**src/rtl/mm_instr_dispatch.sv**
```systemverilog
// -----------------------------------------------------------------------------
// mm_instr_dispatch
//
// Upstream stage of the matrix-multiply top. Instructions from fetch/decode
// are queued in a small FIFO. The head is screened for legal buffer selects.
// Illegal instructions are dropped and counted. Each legal instruction is
// issued to the MM engine with a one-cycle start pulse. The issued
// instruction is then held stable until the engine reports done.
//
// Handshake semantics:
//   instr_in is accepted on every rising edge where instr_in_valid and
//   instr_in_ready are both high. instr_in_ready is a registered copy of
//   (level < FIFO_DEPTH), so it never depends combinationally on valid.
//   valid_to_mm and done_from_mm are single-cycle pulses, not a
//   valid/ready pair.
//
// Ports:
//   ap_clk, areset          clock, asynchronous active-low reset
//   instr_in*               instruction push interface from fetch
//   instruction_to_mm       held instruction word for the MM engine
//   valid_to_mm             start pulse (one cycle, in ISSUE)
//   done_from_mm            completion pulse from the MM engine
//   busy, fifo_level        occupancy status
//   retired/illegal_count   wrapping event counters
//   err_illegal/spurious/timeout  sticky flags, cleared by err_clear
//   dbg_state               current FSM state (0 IDLE, 1 ISSUE, 2 BUSY)
// -----------------------------------------------------------------------------
module mm_instr_dispatch #(
    parameter int FIFO_DEPTH     = 4,
    parameter int LVL_W          = 3,
    parameter int CNT_W          = 32,
    parameter int TIMEOUT_CYCLES = 1048576
) (
    input  logic             ap_clk,
    input  logic             areset,
    input  logic [127:0]     instr_in,
    input  logic             instr_in_valid,
    output logic             instr_in_ready,
    output logic [127:0]     instruction_to_mm,
    output logic             valid_to_mm,
    input  logic             done_from_mm,
    output logic             busy,
    output logic [LVL_W-1:0] fifo_level,
    output logic [CNT_W-1:0] retired_count,
    output logic [CNT_W-1:0] illegal_count,
    output logic             err_illegal,
    output logic             err_spurious,
    output logic             err_timeout,
    input  logic             err_clear,
    output logic [1:0]       dbg_state
);

    localparam int PTR_W = (FIFO_DEPTH > 1) ? $clog2(FIFO_DEPTH) : 1;
    localparam int WD_W  = $clog2(TIMEOUT_CYCLES + 1);

    typedef enum logic [1:0] {
        S_IDLE  = 2'd0,
        S_ISSUE = 2'd1,
        S_BUSY  = 2'd2
    } state_e;

    state_e             state_q, state_d;
    logic [127:0]       mem_q [FIFO_DEPTH];
    logic [PTR_W-1:0]   wr_ptr_q, wr_ptr_d;
    logic [PTR_W-1:0]   rd_ptr_q, rd_ptr_d;
    logic [LVL_W-1:0]   level_q, level_d;
    logic               ready_q, ready_d;
    logic [127:0]       instr_q, instr_d;
    logic               settle_q, settle_d;
    logic [WD_W-1:0]    wd_q, wd_d;
    logic [CNT_W-1:0]   retired_q, retired_d;
    logic [CNT_W-1:0]   illegal_q, illegal_d;
    logic               err_ill_q, err_ill_d;
    logic               err_spur_q, err_spur_d;
    logic               err_to_q, err_to_d;

    logic               push, pop;
    logic [127:0]       head;
    logic               head_legal;
    logic               set_illegal, set_spurious, set_timeout;

    assign push = instr_in_valid && ready_q;
    assign head = mem_q[rd_ptr_q];

    // Input select must be one-hot; output select may only target buffer 2 or 3.
    assign head_legal = $onehot(head[4:1]) &&
                        ((head[10:7] == 4'b0100) || (head[10:7] == 4'b1000));

    // settle_q blocks the pop in the first IDLE cycle after done, so the engine
    // sees the previous instruction for one full IDLE cycle before a reload.
    assign pop = (state_q == S_IDLE) && !settle_q && (level_q != '0);

    assign set_spurious = done_from_mm && (state_q != S_BUSY);
    assign set_timeout  = (state_q == S_BUSY) && (wd_q == WD_W'(TIMEOUT_CYCLES - 1));

    always_comb begin
        state_d     = state_q;
        instr_d     = instr_q;
        settle_d    = 1'b0;
        wd_d        = '0;
        retired_d   = retired_q;
        illegal_d   = illegal_q;
        set_illegal = 1'b0;
        case (state_q)
            S_IDLE: begin
                if (pop) begin
                    if (head_legal) begin
                        instr_d = head;
                        state_d = S_ISSUE;
                    end else begin
                        illegal_d   = illegal_q + CNT_W'(1);
                        set_illegal = 1'b1;
                    end
                end
            end
            S_ISSUE: begin
                state_d = S_BUSY;
            end
            S_BUSY: begin
                if (done_from_mm) begin
                    retired_d = retired_q + CNT_W'(1);
                    settle_d  = 1'b1;
                    state_d   = S_IDLE;
                end else if (wd_q != WD_W'(TIMEOUT_CYCLES)) begin
                    // Saturates so a long stall flags the timeout only once.
                    wd_d = wd_q + WD_W'(1);
                end else begin
                    wd_d = wd_q;
                end
            end
            default: begin
                state_d = S_IDLE;
            end
        endcase
    end

    always_comb begin
        wr_ptr_d = push ? wr_ptr_q + PTR_W'(1) : wr_ptr_q;
        rd_ptr_d = pop  ? rd_ptr_q + PTR_W'(1) : rd_ptr_q;
        level_d  = level_q;
        case ({push, pop})
            2'b10:   level_d = level_q + LVL_W'(1);
            2'b01:   level_d = level_q - LVL_W'(1);
            default: level_d = level_q;
        endcase
        ready_d = (level_d < LVL_W'(FIFO_DEPTH));
    end

    // A setting event in the same cycle as err_clear wins.
    assign err_ill_d  = set_illegal  || (err_ill_q  && !err_clear);
    assign err_spur_d = set_spurious || (err_spur_q && !err_clear);
    assign err_to_d   = set_timeout  || (err_to_q   && !err_clear);

    always_ff @(posedge ap_clk) begin
        if (push) begin
            mem_q[wr_ptr_q] <= instr_in;
        end
    end

    always_ff @(posedge ap_clk or negedge areset) begin
        if (!areset) begin
            state_q    <= S_IDLE;
            wr_ptr_q   <= '0;
            rd_ptr_q   <= '0;
            level_q    <= '0;
            ready_q    <= 1'b0;
            instr_q    <= '0;
            settle_q   <= 1'b0;
            wd_q       <= '0;
            retired_q  <= '0;
            illegal_q  <= '0;
            err_ill_q  <= 1'b0;
            err_spur_q <= 1'b0;
            err_to_q   <= 1'b0;
        end else begin
            state_q    <= state_d;
            wr_ptr_q   <= wr_ptr_d;
            rd_ptr_q   <= rd_ptr_d;
            level_q    <= level_d;
            ready_q    <= ready_d;
            instr_q    <= instr_d;
            settle_q   <= settle_d;
            wd_q       <= wd_d;
            retired_q  <= retired_d;
            illegal_q  <= illegal_d;
            err_ill_q  <= err_ill_d;
            err_spur_q <= err_spur_d;
            err_to_q   <= err_to_d;
        end
    end

    assign instr_in_ready    = ready_q;
    assign instruction_to_mm = instr_q;
    assign valid_to_mm       = (state_q == S_ISSUE);
    assign busy              = (state_q != S_IDLE) || (level_q != '0);
    assign fifo_level        = level_q;
    assign retired_count     = retired_q;
    assign illegal_count     = illegal_q;
    assign err_illegal       = err_ill_q;
    assign err_spurious      = err_spur_q;
    assign err_timeout       = err_to_q;
    assign dbg_state         = state_q;

endmodule

```
**config.mk**
```make
export PLATFORM = sky130hd
export DESIGN_NAME = mm_instr_dispatch
export DESIGN_NICKNAME = d
export VERILOG_FILES = /design/src/rtl/mm_instr_dispatch.sv
export SDC_FILE = /design/constraint.sdc
export NUM_CORES = 1
export LEC_CHECK = 0
export ABC_AREA = 1
export BUFFER_PORTS_ARGS = -buffer_cell sky130_fd_sc_hd__clkbuf_2
export CORE_UTILIZATION = 40
export DETAILED_ROUTE_END_ITERATION = 10
export PLACE_DENSITY = 0.54
export SLEW_MARGIN = 10
export SYNTH_ARGS = -nofsm -noshare
export SYNTH_HDL_FRONTEND = slang
export SYNTH_SLANG_ARGS = --single-unit
```
**constraint.sdc**
```tcl
create_clock -name ap_clk -period 11 [get_ports ap_clk]
set_input_delay 0.55 -clock ap_clk [delete_from_list [all_inputs] [get_ports ap_clk]]
set_output_delay 0.55 -clock ap_clk [all_outputs]
set_load 0.02 [all_outputs]
```
==> Yosys cells after proc, flatten, opt, wreduce, memory -nomap -nowiden <==
Memories as Yosys holds them, arrays and structs flattened.
Cells that the tools add are included.
{ "op_classes": {"add_sub_neg": 10, "order_cmp": 1, "n_eq_ne": 14, "mux": 15, "bitwise": 1, "n_reduce_logical": 23} }
{ "op_table": {"columns": ["op", "count"], "rows": [
  ["adder 32 x 1 -> 32 bit (second input constant)", 2],
  ["two-way mux 21 bit", 3],
  ["adder 21 x 1 -> 21 bit (second input constant)", 1],
  ["== test 21 x 20 -> 1 bit (second input constant)", 1],
  ["inequality test 21 bit (second input constant)", 1],
  ["logical AND 1 bit", 9],
  ["AND reduction 3 bit", 3],
  ["inequality test 2 bit (second input constant)", 4],
  ["two-way mux 1 bit", 7],
  ["two-way mux 2 bit", 3],
  ["case mux 2 bit (3 select lines)", 1],
  ["case mux 3 bit (2 select lines)", 1],
  ["logical OR 1 bit", 5],
  ["adder 1 x 1 -> 2 bit", 2],
  ["adder 2 x 1 -> 2 bit (second input constant)", 2],
  ["== test 2 x 1 -> 1 bit (second input constant)", 2],
  ["== test 2 bit (second input constant)", 2],
  ["== test 4 x 3 -> 1 bit (second input constant)", 1],
  ["== test 4 bit (second input constant)", 1],
  ["adder 2 x 2 -> 3 bit", 1],
  ["adder 3 x 1 -> 3 bit (second input constant)", 1],
  ["== test 3 x 1 -> 1 bit (second input constant)", 1],
  ["less-than comparator 3 bit (second input constant)", 1],
  ["inequality test 3 x 2 -> 1 bit (second input constant)", 1],
  ["other kinds (7)", 8]
]} }
{ "word_totals": {"ff_bits": 227, "mem_bits_rw": 512, "in_bits": 133, "output_inout_bits": 203, "word_cells": 78, "mem_count": 1} }
{ "mem_list": {"columns": ["memory", "words", "word_bits", "rd", "rd_clocked_by_memory_dff", "wr", "line", "source"], "rows": [
  ["mem_q", 4, 128, 1, 0, 1, "63", "logic [127:0] mem_q [FIFO_DEPTH];"]
]} }

==> Logic depth before layout (Yosys ltp) <==
An unclocked memory read counts as a cell.
{ "depth": {"ltp_word": 9, "mapped_depth": 21, "ltp_nobuf": 17} }

==> Worst setup path after synthesis <==
No wires, ideal clock.
{ "synth_timing": {"kind": "input to register", "start": "in instr_in_valid", "end": "mem mem_q[0][0], enable pin", "setup_ps": 617, "arrival_time_ps": 6058, "t_required_ps": 10383, "slack_ps": 4325, "stages": 2, "n_path_buf": 0, "path_cell_list": "nand2_1 > nor2_1"} }
{ "synth_between": {"elab_chain_cells": 3} }
{ "synth_lines": {"columns": ["element", "line", "source"], "rows": [
  ["start, declared", "37", "input logic instr_in_valid,"],
  ["logical AND 1 bit", "82", "assign push = instr_in_valid && ready_q;"],
  ["two-way mux 1 bit", "155", "if (push) begin"],
  ["two-way mux 1 bit (not written as such)", "156", "mem_q[wr_ptr_q] <= instr_in;"],
  ["end, declared", "63", null]
]} }
Every way passes these cells.

==> Worst setup path after layout <==
{ "layout_timing": {"start": "reg rd_ptr_q[0]", "end": "reg instr_q[72], in the netlist instruction_to_mm[72]"} }
{ "layout_between": {"elab_chain_cells": 6, "elab_cells_between_ends": 10, "cone_classes": "add/sub: 3; eq/ne: 3; reduce/logical: 3; memory: 1"} }
{ "layout_lines": {"columns": ["element", "line", "source"], "rows": [
  ["start, declared", "65", "logic [PTR_W-1:0] rd_ptr_q, rd_ptr_d;"],
  ["start signal, assigned", "178", "rd_ptr_q <= rd_ptr_d;"],
  ["memory read (4 x 128 bit) *", null, null],
  ["adder 1 x 1 -> 2 bit (not written as such)", "86", "assign head_legal = $onehot(head[4:1]) &&"],
  ["adder 2 x 2 -> 3 bit (not written as such)", "86", null],
  ["== test 3 x 1 -> 1 bit", "86", null],
  ["logical AND 1 bit", "86", null],
  ["AND reduction 3 bit (no source line)", null, null],
  ["end signal, assigned", "181", "instr_q <= instr_d;"],
  ["end, declared", "68", "logic [127:0] instr_q, instr_d;"]
]} }
Mark *: on every way between the ends. The rest lies on a longest branch, timed or not.
A chain may end at the register's enable or synchronous reset.

==> metrics.md <==
| Metric | Value |
|---|---|
| Sequential share of the synthesized area | 70.0% |
| Final hold slack | 20.1 ps |
| Slack of the critical path | 4570 ps |
| CTS hold repair buffers | 0 |
| Reg-to-reg slack, setup | 4570 ps |
| Avg WL per Cell | 20.1 um |
| Max Freq | 156 MHz |
| Status | finished clean |
| Final setup viols | 0 |
| Max-Slew Margin vs Limit | 17.1% |
| Initial core utilization | 40.4% |
| Fin. Hold Viols | 0 |
| I/O Buffers | 335 |
| Pre-CTS setup slack | 4590 ps |
| Worst hold path class | input port to asynchronous set/reset pin |
| Initial antenna violation count | 19 |
| Layout area overhead | 17.2% |
| Synth top area cells | edfxtp_1 (51%), dfrtp_1 (19%), nand2_1 (7.8%) |
| Critical Path Stages | 18 |
| Synth Register Bits | 739 |
| Worst setup SP type | flop |
| GPL Wtd Cong | 0.891 |
| Setup Skew | 23.1 ps |
| Clk Tree Root Cell | clkbuf_16 |
| Sum of negative setup slack | 0 ps |
| Max Slew Vio Count | 0 |
| Critical setup path kind | flop to flop |
| First-pass GRT wire length | 125,000 um |
| Boundary Pins | 336 |
| Worst VDD drop | 0.275 mV |
| Post-Syn Area per Cell | 11.1 um^2 |
| TritonCTS clock tree | built |
| WP data required | 11,490 ps |
| Area leader, netlist | edfxtp_1 |
| Critical path arrival | 6920 ps |
| Area fraction of the dominant cell type after synthesis | 51.1% |
| Clk slew on worst S/H paths | 60 ps |
| Synth top cells by count | nand2_1 (621), edfxtp_1 (512), nor2_1 (374) |
| Drt drc | 0 |
| Postcts setup bufs | 0 |
| DIE AREA | 0.0763 mm^2 |
| Area used by multi-input combinational logic | 0.00801 mm^2 |
| Fin area | 0.0352 mm^2 |
| Row Count | 100 |
| Final core occ | 47.3% |
| Share of cells above drive strength 1 | 16.4% |
| Tmin final | 6430 ps |
| GRT Overall Usage | 21.2% |
| Largest net degree at the start of global routing | 192 |
| Final Non-Filler Cells | 4,041 |
| RSZ-0062 raised after global routing | no |
| Power Dens Cells | 274 mW/mm^2 |
| Syn Nets | 2,859 |
| Clk_lat worst skew | 620 ps |
| Max Cap Viol | 0 |
| Critical Path End Type | flop |
| Drt pass-1 iters | 5 |
| Most common cell on crit path | nand2_1 |
| WP buf/inv | 5 |
| Yosys Warn Count | 0 |
| Critical Path Max Stage Delay | 890 ps |
| Placed Area | 0.0326 mm^2 |
| Dpl cells | 3,891 |
| Period utilisation layout | 58.5% |
| Synth async-reset ratio | 30.7% |
| Critical path peak fanout | 114 |
| Commonest register cell after synthesis | edfxtp_1 |
| Sequential cell area | 0.0211 mm^2 |
| Top-count cell post-synth | nand2_1 |
| Antenna viol nets, final | 0 |
| Max H-tree Level | 3 |
| Via density | 5.31 |
| Cell variety after synth | 31 |
| Die height | 276 um |
| Nets | 3,148 |
| Gr ovfl total | 0 |
| Die W | 276 um |
| Slowest-stage cell, CP | nand3_4 |
| Post-synth EDFFs | 512 |
| Number of global-route vias before repair | 21.3k |
| Reg2reg path depth | 18 |
| Area of the mapped netlist | 0.0301 mm^2 |
| Power Total | 9.65 mW |
| Dpl hpwl | 45,900 um |
| Sink Count | 739 |
| Post-cts resize count | 0 |
| Vias | 21.4k |
| # fillers | 6,786 |
| Max Root-Sink Buffers | 3 |
| Worst slew pin tran | 1240 ps |
| Routed WL | 81,300 um |
| Clock buffer count from CTS | 78 |
| Kind of cell adding the most delay to the critical path | buffers and inverters |
| Critical path, cell by cell | inv_6 > nor2_1 > nor2_1 > o21ai_0 > nand2_1 > inv_1 > fa_1 > inv_1 > ha_1 > ha_1 > nor3b_1 > nand3_1 > nor2_4 > buf_4 > nand3_4 > buf_4 > nand2_1 > nand2_1 |
| Cells after Synth | 2,713 |
| Core area | 0.0744 mm^2 |
| Static leakage | 14.1 nW |
| Drt initial violations | 1,498 |
==> worst reg2reg max path, cell delays in order (launching register included) <==
cell	delay (ps)
dfrtp_4	750
inv_6	750
nor2_1	130
nor2_1	100
o21ai_0	90
nand2_1	130
inv_1	70
fa_1	530
inv_1	40
ha_1	170
ha_1	270
nor3b_1	230
nand3_1	150
nor2_4	110
buf_4	840
nand3_4	940
buf_4	720
nand2_1	210
nand2_1	60
==> flip-flops by register name, indices dropped and copies added (netlist names), 2 cells and up <==
| signal | cells |
|---|---|
| instruction_to_mm | 128 |
| wd_q | 21 |
| illegal_count | 32 |
| fifo_level | 3 |
| wr_ptr_q | 2 |
| rd_ptr_q | 2 |
| mem_q | 512 |
| retired_count | 32 |
| dbg_state | 2 |
==> worst paths after layout <==
path | start | endpoint
min in group ap_clk | instr_in[91] | mem_q[3][91]
hold / removal | areset | illegal_count[19]
hold reg to reg | instruction_to_mm[106] | instruction_to_mm[106]
setup / recovery | rd_ptr_q[0] | instruction_to_mm[72]
max in group asynchronous | areset | rd_ptr_q[1]
setup reg to reg | rd_ptr_q[0] | instruction_to_mm[72]
==> power by group <==
part | internal (mW) | switching, mW | total [mW]
clock network | 1.59 | 1.09 | 2.68
logic | 0.780 | 2.40 | 3.18
registers | 3.49 | 0.299 | 3.79
==> cells by family (layout without fill, tap and decap cells) <==
logic type | count (synthesis) | count (layout) | share of synthesized area [%]
adder cells (fa/ha/maj) | 13 | 13 | 0.591
XOR/XNOR | 30 | 30 | 0.874
buffers and inverters | 258 | 611 | 3.53
other | 0 | 6 | 0
flip-flops | 739 | 739 | 70.0
multiplexers | 1 | 1 | 0.0374
AO/OA/AOI/OAI | 416 | 416 | 7.44
AND/OR/NAND/NOR | 1256 | 1256 | 17.5
==> metal layers <==
metal | vias to the layer above | wire length [um] | GRT usage, %
met3 | 160 | 4640 | 4.40
li1 | 10100 | - | -
met1 | 10600 | 35000 | 27.4
met2 | 592 | 39300 | 35.4
met4 | 26 | 2090 | 7.42
met5 | - | 169 | 0
==> final cells by class <==
type | instances | area share (%)
flip-flops and latches | 739 | 59.8
multi-input cells | 1716 | 22.7
clock buffers | 109 | 6.36
repair buffers | 360 | 5.39
well taps | 969 | 3.44
inverters | 107 | 1.16
clock inverters | 35 | 1.11
diodes | 6 | 0.0426
==> placed cells by master, fill, tap and decap left out, types with 16 or more instances in the layout <==
cell type / count
clkbuf_2: 334
buf_4: 23
nand3_1: 84
nand4_1: 142
nand2_1: 621
clkbuf_1: 16
xnor2_1: 16
clkbuf_16: 80
dfrtp_1: 225
edfxtp_1: 512
nor3_1: 19
o22ai_1: 122
inv_1: 99
o21ai_0: 271
nor2_1: 369
Note: power is estimated with default switching activity, not from simulation.
